==> src/rtl/cu_alu_ctrl.sv <==
// Control/execute unit for the 8-bit CPU datapath: decodes one instruction per cycle and registers the ALU result.
// Optional status flags (zero/carry/negative) are built only when CU_FLAGS_EN is defined.
module cu_alu_ctrl #(
  parameter int DATA_W = 8,
  parameter int OPC_W  = 3
) (
  input  logic                          i_clk,
  input  logic                          i_rst_n,
  input  logic                          i_instr_valid,
  input  logic [OPC_W+2*DATA_W-1:0]     i_instruction,
  output logic [DATA_W-1:0]             o_result,
  output logic                          o_result_valid
`ifdef CU_FLAGS_EN
  ,
  output logic                          o_zero,
  output logic                          o_carry,
  output logic                          o_negative
`endif
);

  typedef enum logic [OPC_W-1:0] {
    OP_NOP = 3'b000,
    OP_ADD = 3'b001,
    OP_SUB = 3'b010,
    OP_AND = 3'b011,
    OP_OR  = 3'b100,
    OP_XOR = 3'b101,
    OP_NOT = 3'b110,
    OP_SHL = 3'b111
  } opc_e;

  opc_e              w_opc;
  logic [DATA_W-1:0] w_a;
  logic [DATA_W-1:0] w_b;
  logic [DATA_W-1:0] w_sum;
  logic [DATA_W-1:0] w_diff;
  logic [DATA_W-1:0] w_res;
  logic              w_exec;

  logic [DATA_W-1:0] r_result;
  logic              r_result_valid;

  assign w_opc  = opc_e'(i_instruction[OPC_W+2*DATA_W-1:2*DATA_W]);
  assign w_a    = i_instruction[2*DATA_W-1:DATA_W];
  assign w_b    = i_instruction[DATA_W-1:0];
  assign w_sum  = w_a + w_b;
  assign w_diff = w_a - w_b;
  // NOP is accepted (result_valid pulses) but leaves result and flags untouched
  assign w_exec = i_instr_valid && (w_opc != OP_NOP);

  always_comb begin
    w_res = '0;
    case (w_opc)
      OP_ADD:  w_res = w_sum;
      OP_SUB:  w_res = w_diff;
      OP_AND:  w_res = w_a & w_b;
      OP_OR:   w_res = w_a | w_b;
      OP_XOR:  w_res = w_a ^ w_b;
      OP_NOT:  w_res = ~w_a;
      OP_SHL:  w_res = {w_a[DATA_W-2:0], 1'b0};
      default: w_res = '0;
    endcase
  end

  always_ff @(posedge i_clk or negedge i_rst_n) begin
    if (!i_rst_n) begin
      r_result       <= '0;
      r_result_valid <= 1'b0;
    end else begin
      r_result_valid <= i_instr_valid;
      if (w_exec) r_result <= w_res;
    end
  end

  assign o_result       = r_result;
  assign o_result_valid = r_result_valid;

`ifdef CU_FLAGS_EN
  logic w_cry;
  logic r_zero;
  logic r_carry;
  logic r_negative;

  // Carry out of ADD shows as a wrapped sum smaller than an operand; SUB borrow is A<B
  always_comb begin
    w_cry = 1'b0;
    case (w_opc)
      OP_ADD:  w_cry = (w_sum < w_a);
      OP_SUB:  w_cry = (w_a < w_b);
      OP_SHL:  w_cry = w_a[DATA_W-1];
      default: w_cry = 1'b0;
    endcase
  end

  always_ff @(posedge i_clk or negedge i_rst_n) begin
    if (!i_rst_n) begin
      r_zero     <= 1'b1;
      r_carry    <= 1'b0;
      r_negative <= 1'b0;
    end else if (w_exec) begin
      r_zero     <= (w_res == '0);
      r_carry    <= w_cry;
      r_negative <= w_res[DATA_W-1];
    end
  end

  assign o_zero     = r_zero;
  assign o_carry    = r_carry;
  assign o_negative = r_negative;
`endif

endmodule

==> config.mk <==
export PLATFORM = sky130hd
export DESIGN_NAME = cu_alu_ctrl
export DESIGN_NICKNAME = d
export VERILOG_FILES = /design/src/rtl/cu_alu_ctrl.sv
export SDC_FILE = /design/constraint.sdc
export NUM_CORES = 1
export LEC_CHECK = 0
export BUFFER_PORTS_ARGS = -buffer_cell sky130_fd_sc_hd__buf_2
export CAP_MARGIN = 20
export CORE_UTILIZATION = 42
export DETAILED_ROUTE_END_ITERATION = 6
export PLACE_DENSITY = 0.75
export SYNTH_ARGS = -nofsm -noshare
export SYNTH_HDL_FRONTEND = slang
export SYNTH_SLANG_ARGS = --single-unit
==> constraint.sdc <==
create_clock -name i_clk -period 0.9 [get_ports i_clk]
set_input_delay 0 -clock i_clk [delete_from_list [all_inputs] [get_ports i_clk]]
set_output_delay 0 -clock i_clk [all_outputs]
set_load 0.005 [all_outputs]
==> impl_results.md <==
* Outcome: finished, violations left
* Layout Area Growth over Synthesis at 45.90%
* WS Path Type: primary input to flop
* FF-to-FF path depth at 4
* Syn_nets at 220
* Sequential fraction of design power at 0.258
* Switching Fraction at 0.3629
* Final setup fails at 7
* Via density at between 5 and 6
* Gate power share at 0.593
* Hold Path Origin: i_instr_valid
* Synth cell types at 44
* Most Crowded Layer GR: met2
* Fin crit period at approximately 1800 ps
* Post-synthesis cell area at around 1500 um^2
* Clock Pin Slew Worst Setup and Hold Paths at roughly 60 ps
* Placer congestion estimate at ~0.79
* CTS H-tree depth at 1
* Top FF cell, synth: dfrtp_1
* Max_slew headroom at 0.7961
* Routed wire length at around 3.8 mm
* RSZ-0062 raised after global routing: true
* Net Switching at a little over 700 uW
* # IOs at 31
* Final worst slack at -863.9 ps
* Fin crit share at 1.960
* Worst hold stages at 2
* Crit path max fanout at 3
* Seq/Total Area, Yosys at 0.1522
* Reg-to-Reg Start: o_result[6]
* Pwr per Cell Area at approximately 900 nW/um^2
* DR vias at about 1500
* Input/output buffers at 30
* Part of the power in the clock network at 0.149
* Routed length per instance at ~13 um
* Setup TNS at -5412 ps
* Die height at a little over 60 um
* Syn avg cell area at 8.556 um^2
* GR Layer Usage met3 at 0.006303
* Post-route DRC violation count at 0
* Leak pwr at roughly 0.0011 uW
* Max-cap violations at 0
* Total Die Area at roughly 3800 um^2
* Worst Setup End Kind: flop
* Worst EP arrival at between 1500 and 2000 ps
* #FFs+latches synth at 9
* Flop2flop setup slack at -120 ps
* Initial antenna violation count at 0
* Met1 Resource Use GR at 0.2590
* CP startpoint kind: primary input
* Failing checks: setup timing
* Syn. warnings at 0
* CTS Buf Count at 3
* Start point of the critical path: i_instruction[18]
* GRT overflow at 0
* Max Slew Vio Count at 0
* Worst Hold Endpoint: o_result_valid
* Largest net degree at the start of global routing at 25
* Mapped Cells at ~170
* Dpl hpwl at 2.940 mm
* Core area at ~3400 um^2
* EDFF count, synth at 0
* Seq. cell area at about 230 um^2
* Met2 Use GR at 0.3913
* CTS tree: built
* RR Endpoint: o_result[6]
* Root Buffer: clkbuf_4
* 1st-iter DRT viols at 40
* Global-route wire length before repair at 5.844 mm
* Initial core utilization at 0.4401
* CTS sink cnt at 9
* Clk buf depth at 2
* Skew-Pair Late Insertion Delay at approximately 250 ps
* Internal at 1262 uW
* Multi-input gate area at about 1200 um^2
* Fin. Hold Viols at 0
* GRT Total Usage at 0.2092
* CP required at approximately 1100 ps
* Final Core Density at 0.6421
* HP Class: primary input to flop
* Final ANT Viol Nets at 0
* Worst vdd ir at 0.3045 mV
* Antenna cells at 0
* Nets at 300
* Fmax at between 500 and 600 MHz
* First-pass DRT Iterations at 4
* Vias in the first global route at between 1000 and 1500
* Filler cells at between 200 and 300
* Ys async rst share at 1.000
* Worst Skew at 0 ps
* Die width at 61.37 um
* Share of cells above drive strength 1 at 0.4286
* Cell row count at 21
* Worst-margin pin slew at around 300 ps
## layer usage
metal | wire (um) | vias up
met3 | 103 | 6
met1 | 1758 | 726
met2 | 1911 | 36
met5 | 0 | -
met4 | 34 | 0
li1 | - | 775
## layout by cell type (no fill, tap or decap), types with 3 or more instances in the layout
master    count
buf_4        50
buf_2        27
inv_1        26
ha_1         21
a21oi_1      14
nor2_1        9
dfrtp_1       9
xnor2_1       8
nand2_1       8
a31oi_1       5
mux4_2        5
nor3_1        4
o21ai_0       4
buf_6         4
o21ai_1       3
nand3b_1      3
o22ai_1       3
a211oi_1      3
ha_4          3
clkbuf_4      3
## Yosys cell counts, types with 3 or more instances
library cell / instances / area share
inv_1: 27 / 0.068
ha_1: 24 / 0.20
a21oi_1: 16 / 0.054
nor2_1: 10 / 0.025
dfrtp_1: 9 / 0.15
nand2_1: 8 / 0.020
xnor2_1: 8 / 0.047
a31oi_1: 6 / 0.025
o21ai_0: 6 / 0.020
mux4_2: 5 / 0.076
nor3_1: 4 / 0.014
a211oi_1: 3 / 0.015
buf_2: 3 / 0.010
buf_6: 3 / 0.023
nand3b_1: 3 / 0.015
o22ai_1: 3 / 0.013
## metrics by stage
stage          instance area (um^2)  instances  worst slack, ps  power (uW)  hold slack [ps]
2_1_floorplan                  1511        173            -1052        1146           -295.6
3_3_place_gp                   2002        290            -1116        1567           -147.2
3_5_place_dp                   2002        290            -1141        1593           -146.3
4_1_cts                        2116        297           -818.2        1947            28.22
5_1_grt                        2160        298           -917.6        2151            35.19
6_report                       2160        298           -863.9        1981            30.98
## power by group through the flow
stage / Sequential [uW] / Clock, uW / Combinational (uW)
after floorplan: 521 / 0 / 625
after detailed placement: 518 / 0 / 1070
after CTS: 511 / 303 / 1130
after global routing: 521 / 326 / 1300
after global placement: 514 / 0 / 1050
final: 511 / 294 / 1180
## repair_timing
item,in CTS,in global routing
hold endpoints to repair,9,0
hold buffers,1,0
gates resized for setup,11,7
setup buffers,2,1
pin swaps,10,6
setup endpoints to repair,7,8
gates cloned,0,0
## how the worst max path moves through the flow
stage,depth (start not counted),slack (ps),to
CTS,10,-820,o_result[6]
finish,11,-860,o_result[6]
global placement,8,-1120,o_result[2]
detailed placement,10,-1140,o_result[6]
global route,11,-920,o_result[6]
floorplan,10,-1050,o_result[6]
## worst max-delay path, cell delays in order
cell and delay, ps:
buf_6 100, nor3b_4 250, buf_6 150, nor2_2 40
xnor2_1 120, ha_1 280, nor2b_1 150, o31a_1 260
o21a_1 190, or3_1 340, nand3_1 80
## area by class of cell
| class | instances | area share |
|---|---|---|
| Clock buffer | 4 | 0.01217 |
| Tap cell | 46 | 0.02665 |
| Timing Repair Buffer | 82 | 0.2619 |
| Multi-Input combinational cell | 130 | 0.5481 |
| Inverter | 27 | 0.04693 |
| Sequential cell | 9 | 0.1043 |
## cells by family (layout without fill, tap and decap cells)
kind of cell,after synthesis,in the layout,share of synthesized area
compound gates,48,48,0.2088
xor+xnor,11,11,0.07017
fa+ha+maj,25,25,0.2164
buf+inv,34,113,0.1065
flops,9,9,0.1522
mux,7,7,0.1014
simple gates,39,39,0.1446
## state kept, by name, indices dropped and copies added, names as in the netlist
register        count
o_result            8
o_result_valid      1
Power figures use the tool's default switching activity.
